--- src/rtl/vga_pkg.sv ---
// rtl/vga_pkg.sv - 640x480@60 timing defaults, widths and FSM state type
package vga_pkg;

   localparam int VGA_H_ACTIVE = 640;
   localparam int VGA_H_FP     = 16;
   localparam int VGA_H_SYNC   = 96;
   localparam int VGA_H_BP     = 48;
   localparam int VGA_V_ACTIVE = 480;
   localparam int VGA_V_FP     = 10;
   localparam int VGA_V_SYNC   = 2;
   localparam int VGA_V_BP     = 33;
   localparam int VGA_CLK_DIV  = 2;

   localparam int VGA_H_TOTAL  = VGA_H_ACTIVE + VGA_H_FP + VGA_H_SYNC + VGA_H_BP;
   localparam int VGA_V_TOTAL  = VGA_V_ACTIVE + VGA_V_FP + VGA_V_SYNC + VGA_V_BP;
   localparam int VGA_HS_START = VGA_H_ACTIVE + VGA_H_FP;
   localparam int VGA_HS_END   = VGA_HS_START + VGA_H_SYNC;
   localparam int VGA_VS_START = VGA_V_ACTIVE + VGA_V_FP;
   localparam int VGA_VS_END   = VGA_VS_START + VGA_V_SYNC;

   localparam int X_W = 11;
   localparam int Y_W = 10;

   typedef enum logic [1:0] {
      ST_IDLE = 2'd0,
      ST_RUN  = 2'd1,
      ST_STOP = 2'd2
   } vga_state_t;

endpackage

--- src/rtl/pixel_tick_gen.sv ---
// rtl/pixel_tick_gen.sv - clk-to-pixel divider producing a registered last-clk tick
module pixel_tick_gen #(
   parameter int CLK_DIV = 2
) (
   input  logic clk,
   input  logic reset_n,
   input  logic clear,
   input  logic active,
   output logic tick
);

   localparam int DW = (CLK_DIV > 1) ? $clog2(CLK_DIV) : 1;
   localparam logic [DW-1:0] DIV_LAST = DW'(CLK_DIV - 1);

   logic [DW-1:0] div;
   logic [DW-1:0] div_nx;

   // next divider phase: held at 0 while cleared, wraps after the last clk of a pixel
   always_comb begin
      div_nx = div + 1'b1;
      if (clear || div == DIV_LAST) begin
         div_nx = '0;
      end
   end

   // tick marks the last clk of a pixel, so it is decoded from the next phase
   always_ff @(posedge clk) begin
      if (!reset_n) begin
         div  <= '0;
         tick <= 1'b0;
      end else begin
         div  <= div_nx;
         tick <= active && (div_nx == DIV_LAST);
      end
   end

endmodule

--- src/rtl/vga_sync_gen.sv ---
// rtl/vga_sync_gen.sv - VGA raster counters, run/stop FSM and registered sync decode
module vga_sync_gen
   import vga_pkg::*;
#(
   parameter int H_ACTIVE = VGA_H_ACTIVE,
   parameter int H_FP     = VGA_H_FP,
   parameter int H_SYNC   = VGA_H_SYNC,
   parameter int H_BP     = VGA_H_BP,
   parameter int V_ACTIVE = VGA_V_ACTIVE,
   parameter int V_FP     = VGA_V_FP,
   parameter int V_SYNC   = VGA_V_SYNC,
   parameter int V_BP     = VGA_V_BP,
   parameter int CLK_DIV  = VGA_CLK_DIV
) (
   input  logic           clk,
   input  logic           reset_n,
   input  logic           enable,
   output logic [X_W-1:0] pixel_x,
   output logic [Y_W-1:0] pixel_y,
   output logic           active_area,
   output logic           hsync,
   output logic           vsync,
   output logic           pixel_tick,
   output logic           frame_start
);

   localparam int H_TOTAL = H_ACTIVE + H_FP + H_SYNC + H_BP;
   localparam int V_TOTAL = V_ACTIVE + V_FP + V_SYNC + V_BP;

   localparam logic [X_W-1:0] H_LAST   = X_W'(H_TOTAL - 1);
   localparam logic [X_W-1:0] H_ACT_X  = X_W'(H_ACTIVE);
   localparam logic [X_W-1:0] HS_BEG_X = X_W'(H_ACTIVE + H_FP);
   localparam logic [X_W-1:0] HS_END_X = X_W'(H_ACTIVE + H_FP + H_SYNC);
   localparam logic [Y_W-1:0] V_LAST   = Y_W'(V_TOTAL - 1);
   localparam logic [Y_W-1:0] V_ACT_Y  = Y_W'(V_ACTIVE);
   localparam logic [Y_W-1:0] VS_BEG_Y = Y_W'(V_ACTIVE + V_FP);
   localparam logic [Y_W-1:0] VS_END_Y = Y_W'(V_ACTIVE + V_FP + V_SYNC);

   vga_state_t     state;
   vga_state_t     state_nx;
   logic [X_W-1:0] h_nx;
   logic [Y_W-1:0] v_nx;
   logic           running;
   logic           run_nx;
   logic           adv;
   logic           h_end;
   logic           frame_end;

   assign running   = (state != ST_IDLE);
   assign adv       = running && pixel_tick;
   assign h_end     = (pixel_x == H_LAST);
   assign frame_end = adv && h_end && (pixel_y == V_LAST);

   // divider restarts from phase 0 on the first RUN clk; pixel_tick is its registered tick
   pixel_tick_gen #(
      .CLK_DIV (CLK_DIV)
   ) u_tick (
      .clk     (clk),
      .reset_n (reset_n),
      .clear   (!running),
      .active  (run_nx),
      .tick    (pixel_tick)
   );

   // run/stop FSM: STOP finishes the frame unless enable comes back first
   always_comb begin
      state_nx = state;
      case (state)
         ST_IDLE: begin
            if (enable) begin
               state_nx = ST_RUN;
            end
         end
         ST_RUN, ST_STOP: begin
            if (enable) begin
               state_nx = ST_RUN;
            end else if (frame_end) begin
               state_nx = ST_IDLE;
            end else begin
               state_nx = ST_STOP;
            end
         end
         default: state_nx = ST_IDLE;
      endcase
      run_nx = (state_nx != ST_IDLE);
   end

   // next raster position; forced to the origin whenever the next state is IDLE
   always_comb begin
      h_nx = pixel_x;
      v_nx = pixel_y;
      if (!run_nx) begin
         h_nx = '0;
         v_nx = '0;
      end else if (adv) begin
         if (h_end) begin
            h_nx = '0;
            v_nx = (pixel_y == V_LAST) ? '0 : pixel_y + 1'b1;
         end else begin
            h_nx = pixel_x + 1'b1;
         end
      end
   end

   // outputs decoded from next-state values so they move together with the position
   always_ff @(posedge clk) begin
      if (!reset_n) begin
         state       <= ST_IDLE;
         pixel_x     <= '0;
         pixel_y     <= '0;
         active_area <= 1'b0;
         hsync       <= 1'b1;
         vsync       <= 1'b1;
         frame_start <= 1'b0;
      end else begin
         state       <= state_nx;
         pixel_x     <= h_nx;
         pixel_y     <= v_nx;
         active_area <= run_nx && (h_nx < H_ACT_X) && (v_nx < V_ACT_Y);
         hsync       <= !(run_nx && (h_nx >= HS_BEG_X) && (h_nx < HS_END_X));
         vsync       <= !(run_nx && (v_nx >= VS_BEG_Y) && (v_nx < VS_END_Y));
         frame_start <= run_nx && (!running || frame_end);
      end
   end

endmodule
--- config.mk ---
export PLATFORM = sky130hd
export DESIGN_NAME = vga_sync_gen
export DESIGN_NICKNAME = d
export VERILOG_FILES = /design/src/rtl/vga_pkg.sv /design/src/rtl/pixel_tick_gen.sv /design/src/rtl/vga_sync_gen.sv
export SDC_FILE = /design/constraint.sdc
export NUM_CORES = 1
export LEC_CHECK = 0
export CORE_MARGIN = 4
export CORE_UTILIZATION = 47
export CTS_CLUSTER_SIZE = 10
export DETAILED_ROUTE_END_ITERATION = 8
export PLACE_DENSITY = 0.73
export SLEW_MARGIN = 20
export SYNTH_ARGS = -nofsm -noshare
export SYNTH_HDL_FRONTEND = slang
export SYNTH_HIERARCHICAL = 1
export SYNTH_SLANG_ARGS = --single-unit
--- constraint.sdc ---
create_clock -name clk -period 2.44 [get_ports clk]
set_input_delay 0.488 -clock clk [delete_from_list [all_inputs] [get_ports clk]]
set_output_delay 0.488 -clock clk [all_outputs]
set_load 0.02 [all_outputs]
==> qor.yml, run 1 <==
routing:
  ant_nets: 0
  num_vias: 1570
  via_per_inst: 5.647
  drt-initial-drc-count: 142
  wl_per_cell_um: 14.30
  wirelength_um: 3975
  dr.pass1.iters: 4
  route.detailed.drc: 0
timing:
  worst_pin_slew_ps: 432.2
  whs_ps: 414.6
  final_max_slew_viol_count: 0
  final.setup_skew_ps: 13.90
  slew_headroom_pct: 70.78
  finalSetupTns_ps: 0
  rsz0062_at_grt: "yes"
  layout_min_cycle_time_ps: 2279
  hold_violations: 0
  final-setup-viol-count: 0
  fmax_ghz: 0.4388
  fin_crit_sh_pct: 93.40
placement:
  routabilityCongestion: 0.9775
  port_buffers: 28
  placed_area_um2: 1974
  dp_hpwl_um: 2992
  dp.cells: 269
cts:
  cts_root_buf: "clkbuf_4"
  cts_made_buffers: 5
  clock_latency_ps: 340
  clk_pin_slew_ps: 90
  cts_tree: "yes"
  clockBufferDepth: 2
  cts_hold_buf: 0
  htree_levels: 2
  cts_sinks: 29
critical_path:
  cp-end-kind: "flop"
  worst_setup_path_start_kind: "flop"
  crit_fanout: 4
  slowest_stage: "or3_4"
  crit_required_ps: 2670
  path_buf_inv: 1
  crit_chain: "inv_1, ha_1, nand4b_1, or3_4, nor4_4, xnor2_2, nor3_1, nor4_1"
  arrival_ps: 2510
  critPathTopFamily: "simple AND/OR/NAND/NOR gates"
  crit_type: "flop to flop"
  max_stage_delay_ps: 450
global_route:
  antenna_found_initial: 0
  grt_max_degree: 12
  grt_pass1_vias: 1441
  grt_first_pass_wirelength_um: 6699
  grt_overflow: 0
  grtUsageTotal_pct: 19.59
floorplan:
  initial_core_util_pct: 50.56
  core_um2: 3153
  rows: 20
  ioPinCount: 29
  die_y_um: 66.24
  die_x_um: 66.24
  fp.dieArea_um2: 4387
yosys:
  synth-edff-count: 0
  synth.distinct_cells: 50
  synth_warnings: 6
  synth_flop_cell: "dfxtp_1"
  syn_area_um2: 1594
  synth_seq_cells: 29
  syn-instance-count: 193
  async_flop_share_pct: 0
  avgSynthCellArea_um2: 8.259
  ys_seq_area_share_pct: 36.42
  syn-num-nets: 201
power:
  cellLeakagePower_nw: 0.6998
  power_density_nw_per_um2: 495.5
  ir_drop_uv: 363.5
finish:
  layoutNonFillerInstCount: 278
  fillers: 275
  areaGrowthSynthToFinish_pct: 30.22
  layout.nets: 241
  layout-drive-gt1-share_pct: 14.53
  design_area_um2: 2076
  final_common_cell: "dfxtp_1"
  num_antenna_cells: 0
  most-common-layout-cells: "dfxtp_1, clkdlybuf4s50_1, nor2_1, nand2_1, buf_4"
job:
  cap_violations: 0
min_path:
  min_path_type: "flop to flop"
outcome:
  outcome: "complete, no violations"
## power breakdown
part,leakage (nW),internal [mW],switching (mW)
sequential,0.235,0.490,0.0104
combinational,0.424,0.0792,0.104
clock,0.0413,0.167,0.178
## Yosys cell counts (2+ instances only)
master,instances,share of area [%]
nor3_1,10,3.1
xor2_1,5,2.7
ha_1,5,3.9
xnor2_1,11,6.0
and2_1,3,1.2
nor4_1,3,1.2
dfxtp_1,29,36
nor2b_1,4,1.6
a211oi_1,2,0.94
o21ai_0,5,1.6
clkbuf_1,4,0.94
nand3_1,6,1.9
nand4_1,5,2.0
or3_1,2,0.78
nor2_1,26,6.1
nand3b_1,2,0.94
nor3b_1,2,0.94
and4_1,2,1.1
buf_2,3,0.94
a21oi_1,8,2.5
nand2b_1,2,0.78
buf_6,2,1.4
inv_1,8,1.9
nand2_1,18,4.2
## per-stage QoR
step	worst slack, ps	total power [mW]	util [%]
2_1_floorplan	76.22	0.6154	-
4_1_cts	101.0	1.033	64.84
5_1_grt	-11.76	1.089	65.83
3_5_place_dp	128.3	0.6935	62.62
6_report	160.9	1.028	65.83
3_3_place_gp	225.2	0.6886	62.62
## final timing paths
check                           startpoint  slack (ps)          end  depth (start not counted)
worst max-delay path              state[0]         160  active_area                          8
worst min-delay path            u_tick/div         410   u_tick/div                          1
worst max register to register    state[0]         160  active_area                          8
worst min register to register  u_tick/div         410   u_tick/div                          1
## worst reg2reg max path: stages, from the launching register on
cell,delay [ps]
dfxtp_1,380
inv_1,60
ha_1,220
nand4b_1,260
or3_4,450
nor4_4,330
xnor2_2,180
nor3_1,80
nor4_1,210
## sequential cells by signal, indices dropped and copies added, names as in the netlist
signal       flops
active_area      1
frame_start      1
hsync            1
pixel_x         11
pixel_y         10
state            2
u_tick/div       1
u_tick/tick      1
vsync            1
## final cells by class
| class | count | area (um^2) | share of cell area, % |
|---|---|---|---|
| Multi-Input combinational cell | 147 | 954.7 | 45.99 |
| Sequential cell | 29 | 580.6 | 27.97 |
| Timing Repair Buffer | 42 | 385.4 | 18.57 |
| Clock buffer | 7 | 65.06 | 3.134 |
| Tap cell | 44 | 55.05 | 2.652 |
| Inverter | 8 | 30.03 | 1.447 |
| Clock inverter | 1 | 5.005 | 0.2411 |
## routing by layer
metal	vias to the layer above	routed length (um)	track usage, %	part of all wire (%)
met5	-	0	0	0
met4	0	74	6.853	1.9
met3	11	275	5.102	6.9
met2	68	1756	28.50	44
met1	730	1869	27.57	47
li1	761	-	-	-
## kinds of logic (layout without fill, tap and decap cells)
logic type | after synthesis | in the layout | share of synthesized area [%]
AOI/OAI and AO/OA | 28 | 28 | 11.70
adders and majority gates | 5 | 5 | 3.925
DFF | 29 | 29 | 36.42
muxes | 1 | 1 | 0.6280
and+or+nand+nor | 97 | 97 | 33.36
buffers and inverters | 17 | 58 | 5.180
xor gates and xnor gates | 16 | 16 | 8.791
## what timing repair did
item	4_1_cts	5_1_grt
gates resized for setup	0	5
endpoints found under the hold margin	0	0
setup buffers	0	1
endpoints found under the setup margin	0	3
(Power assumes the default switching activity.)
==> inputs of run 2 (changes only) <==
--- a/config.mk
+++ b/config.mk
@@ -9,7 +9,7 @@
 export CORE_UTILIZATION = 47
 export CTS_CLUSTER_SIZE = 10
 export DETAILED_ROUTE_END_ITERATION = 8
-export PLACE_DENSITY = 0.73
+export PLACE_DENSITY = 0.76
 export SLEW_MARGIN = 20
 export SYNTH_ARGS = -nofsm -noshare
 export SYNTH_HDL_FRONTEND = slang
==> run 2 against run 1 <==
  * Fmax fell by 3.3%
  * Non-clock buffer count fell by 1
  * Sequential cell count did not move
  * Register-to-register slack got worse by 80 ps
  * Via count rose by 1.1%
  * Global-route usage rose by 1.2 points
  * Total power rose by 7.1%
==> qor.yml, run 2 (same netlist as run 1, synthesis figures left out) <==
timing:
  fin_crit_sh_pct: 96.61
  final-setup-viol-count: 0
  slew_headroom_pct: 73.78
  layout_min_cycle_time_ps: 2357
  worst_pin_slew_ps: 387.8
  worst_slack_ps: 82.78
  fmax_ghz: 0.4242
  final_max_slew_viol_count: 0
  whs_ps: 415.9
  final.setup_skew_ps: 14.59
  hold_violations: 0
  finalSetupTns_ps: 0
cts:
  clock_latency_ps: 340
  clockBufferDepth: 2
  cts_made_buffers: 5
  cts_tree: "yes"
  htree_levels: 2
  clk_pin_slew_ps: 100
  cts_hold_buf: 0
  cts_sinks: 29
  cts_root_buf: "clkbuf_4"
floorplan:
  fp.dieArea_um2: 4387
  ioPinCount: 29
  initial_core_util_pct: 50.56
  core_um2: 3153
  die_y_um: 66.24
  die_x_um: 66.24
  rows: 20
routing:
  via_per_inst: 5.733
  route.detailed.drc: 0
  dr.pass1.iters: 4
  ant_nets: 0
  wl_per_cell_um: 15.01
  wirelength_um: 4157
  num_vias: 1588
  drt-initial-drc-count: 152
critical_path:
  cp-end-kind: "flop"
  crit_required_ps: 2700
  worst_setup_path_start_kind: "flop"
  crit_chain: "inv_1, ha_1, nand4b_1, or3_4, nor3_2, xnor2_1, nor4_2, buf_4, nor4_1"
  crit_fanout: 8
  max_stage_delay_ps: 460
  crit_type: "flop to flop"
  arrival_ps: 2620
  slowest_stage: "or3_4"
finish:
  most-common-layout-cells: "dfxtp_1, clkdlybuf4s50_1, nor2_1, nand2_1, buf_4"
  layout-drive-gt1-share_pct: 14.59
  areaGrowthSynthToFinish_pct: 31.95
  final_common_cell: "dfxtp_1"
  largest_reg_flops: 11
  num_antenna_cells: 0
  reg.largest.list: "pixel_x (11), pixel_y (10), state (2)"
  layout.nets: 240
  largest_register: "pixel_x"
  final_util_pct: 66.71
placement:
  port_buffers: 28
  place_ws_ps: 69.47
  dp_hpwl_um: 3053
  routabilityCongestion: 0.9281
global_route:
  grt_overflow: 0
  grt_max_degree: 12
  top_usage_layer: "met2"
  grtUsageTotal_pct: 20.81
  use_met1_pct: 26.60
  grt_pass1_vias: 1485
  use_met2_pct: 32.96
  antenna_found_initial: 0
  grt_util_met3_pct: 4.252
  grt_first_pass_wirelength_um: 6955
min_path:
  min_path_type: "flop to flop"
power:
  finalPower_mw: 1.101
  cellLeakagePower_nw: 0.7025
  power_density_nw_per_um2: 523.6
  ir_drop_uv: 373.5
outcome:
  outcome: "complete, no violations"
job:
  cap_violations: 0
run 2: cell types whose count changed in the layout (fill, tap and decap cells not counted), sizes merged:
cell	previous run	this run
buf	14	13
bufinv	0	1
clkinv	1	0
run 2: area by class of cell:
cell class / count / area [um^2]
multi-input cells: 147 / 974.7
flip-flops and latches: 29 / 580.6
clock buffers: 7 / 55.05
inverters: 8 / 30.03
well taps: 44 / 55.05
fillers: 263 / 1050
clock inverters: 1 / 30.03
repair buffers: 41 / 377.9
run 2: per-layer routing:
| metal | up-vias | share of wire, % | wire length [um] |
|---|---|---|---|
| li1 | 756 | - | - |
| met1 | 738 | 43 | 1796 |
| met2 | 81 | 46 | 1911 |
| met3 | 13 | 8.4 | 349 |
| met4 | 0 | 2.4 | 99 |
| met5 | - | 0 | 0 |
run 2: metrics by stage:
| step | instances | cell area [um^2] |
|---|---|---|
| 2_1_floorplan | 193 | 1594 |
| 3_3_place_gp | 268 | 1967 |
| 3_5_place_dp | 268 | 1967 |
| 4_1_cts | 276 | 2052 |
| 5_1_grt | 277 | 2103 |
| 6_report | 277 | 2103 |
run 2: where the power goes:
| group | switching [mW] | leakage, nW | internal [mW] | total [mW] |
|---|---|---|---|---|
| Sequential | 0.0114 | 0.235 | 0.490 | 0.502 |
| Clock | 0.176 | 0.0455 | 0.245 | 0.420 |
| Combinational | 0.106 | 0.422 | 0.0738 | 0.179 |
| Total | 0.293 | 0.702 | 0.809 | 1.10 |
run 2: final timing paths:
path | startpoint | to | slack (ps) | depth (start not counted)
max | state[0] | active_area | 80 | 9
min reg2reg | u_tick/div | u_tick/div | 420 | 1
max reg2reg | state[0] | active_area | 80 | 9
min | u_tick/div | u_tick/div | 420 | 1
run 2: worst max-delay path, delay by kind of cell (launching register included):
family	cells	cell delay (ps)
xor+xnor	1	200
fa+ha+maj	1	200
simple gates	5	1270
flops	1	400
buf+inv	2	210
run 2: what timing repair did:
action / CTS / global route
endpoints found under the setup margin: 0 / 4
resized for setup: 0 / 9
endpoints found under the hold margin: 0 / 0
setup buffers: 0 / 1
==> edit (config.mk and constraints of run 1) <==
The package constant `Y_W` goes from 10 to 14.
--- a/src/rtl/vga_pkg.sv
+++ b/src/rtl/vga_pkg.sv
@@ -21,3 +21,3 @@
    localparam int X_W = 11;
-   localparam int Y_W = 10;
+   localparam int Y_W = 14;
 
Ports: changed (resized pixel_y); port bits go from 29 to 33. No check against the original RTL was run, so the function may have changed too.
==> edit against run 1 <==
Sequential cell count rose by 4. Wire length is 12% higher. Design area is 19% higher. Die area up 14%. Setup slack worse by 0.14 ns. Synthesized area grew 16%. Power up 13%. Sequential power increased by 11%.
==> edit: results (changes against run 1) <==
| Metric | Value |
|---|---|
| Status | completed (unchanged) |
| Grt met1 use | 23.7% (was 27.6%) |
| Worst VDD drop | 0.340 mV (was 0.363 mV) |
| Vias in the first global route | 1626 (was 1441) |
| ANT cells | 0 (unchanged) |
| Ys Warns | 6 (unchanged) |
| Worst hold path class | flip-flop to flip-flop (unchanged) |
| Final nets | 277 (was 241) |
| Antenna violations before repair | 0 (unchanged) |
| Max Root-Sink Buffers | 2 (unchanged) |
| Dpl hpwl | 3.33 mm (was 2.99 mm) |
| Synth cell count leaders | dfxtp_1, nor2_1, nand2_1 (unchanged) |
| Slew HR | 70.8% (about the same) |
| Synth top area cells | dfxtp_1, nor2_1, xnor2_1 (unchanged) |
| Met3 Use GR | 5.11% (was 5.10%) |
| Port Buf Inserts | 32 (was 28) |
| Clock root buffer | clkbuf_8 (was clkbuf_4) |
| DRT iter0 DRCs | 190 (was 142) |
| M2 GR Usage | 30.2% (was 28.5%) |
| Seq/Total Area, Yosys | 35.7% (was 36.4%) |
| Pin count of the biggest net entering global routing | 12 (unchanged) |
| Post-CTS setup buffers | 0 (unchanged) |
| Pre-CTS setup slack | 0.0107 ns (was 0.128 ns) |
| First-pass GRT wire length | 7.46 mm (was 6.70 mm) |
| CTS buffer count | 5 (unchanged) |
| Largest regs | pixel_y x14, pixel_x x11, state x2 (was pixel_x x11, pixel_y x10, state x2) |
| Max-slew violation count | 0 (unchanged) |
| RePlAce Congestion | 0.907 (was 0.978) |
| Cell variety after synth | 56 (was 50) |
| H-tree depth | 2 (unchanged) |
| Routed Wire Length | 4.44 mm (was 3.98 mm) |
| Share of cells above drive strength 1 | 18.1% (was 14.5%) |
| Clock Skew | 0.00473 ns (was 0.0139 ns) |
| Post-Syn Nets | 226 (was 201) |
| Clock Pin Slew Worst Setup and Hold Paths | 0.07 ns (was 0.09 ns) |
| GR Util All Layers | 18.7% (was 19.6%) |
| Pleak | 0.879 nW (was 0.700 nW) |
| Predominant post-synthesis flop cell | dfxtp_1 (unchanged) |
| Largest fanout on the critical path | 5 (was 4) |
| Async SR Flop Fraction | 0% (unchanged) |
| Worst skew pair latency | 0.29 ns (was 0.34 ns) |
| Critical path arrival | 2.58 ns (was 2.51 ns) |
| Via count | 1769 (was 1570) |
| DR pass1 iterations | 4 (unchanged) |
## edit: cells by family (layout without fill, tap and decap cells)
| logic type | count (synthesis) | count (layout) | share of synthesized area (%) |
|---|---|---|---|
| buf+inv | 22 | 73 | 5.14 |
| mux | 1 | 1 | 0.541 |
| flops | 33 | 33 | 35.7 |
| xor+xnor | 18 | 18 | 8.52 |
| simple gates | 94 | 95 | 28.9 |
| compound gates | 45 | 45 | 17.9 |
| fa+ha+maj | 5 | 5 | 3.38 |
## edit: layer usage
layer  routed length, µm  vias up
met1                2020      836
met3                 213        6
met2                2150       43
met4                  53        0
li1                    -      884
met5                   0        -
## edit: worst paths after layout
path,startpoint,to,slack (ns),depth (start not counted)
max reg2reg,pixel_x[5],active_area,0.02,6
max,pixel_x[5],active_area,0.02,6
min reg2reg,u_tick/div,u_tick/div,0.42,1
min,u_tick/div,u_tick/div,0.42,1
## edit: repair_timing
item | 4_1_cts | 5_1_grt
endpoints found under the setup margin | 1 | 2
resized for setup | 1 | 4
gates cloned | 0 | 1
pin swaps | 0 | 3
## edit: stage by stage
step	util, %	hold slack [ns]	cells	cell area [µm²]
finish	66.0	0.423	318	2470
floorplan	-	0.390	218	1850
CTS	65.3	0.421	317	2450
global route	66.0	0.436	318	2470
global placement	62.6	0.400	309	2340
detailed placement	62.6	0.412	309	2340
## edit: layout make-up
class	count	area (µm²)
multi-input cells	164	1120
well taps	48	60.1
fillers	330	1270
repair buffers	54	485
clock buffers	7	96.3
inverters	11	41.3
flip-flops and latches	33	661
clock inverters	1	5.00
## edit: power breakdown
group	total, W	internal, W	switching [W]	leakage (nW)
Sequential	0.000556	0.000551	0.00000525	0.267
Combinational	0.000148	0.0000653	0.0000825	0.557
Clock	0.000459	0.000255	0.000204	0.0542
Total	0.00116	0.000871	0.000292	0.879
## edit: worst max-delay path, cell delays in order, from the launching register on
cell,delay (ns)
dfxtp_1,0.31
or4_4,0.55
or4_4,0.59
or4_4,0.44
o211ai_1,0.13
a2bb2oi_2,0.10
nor4b_2,0.17
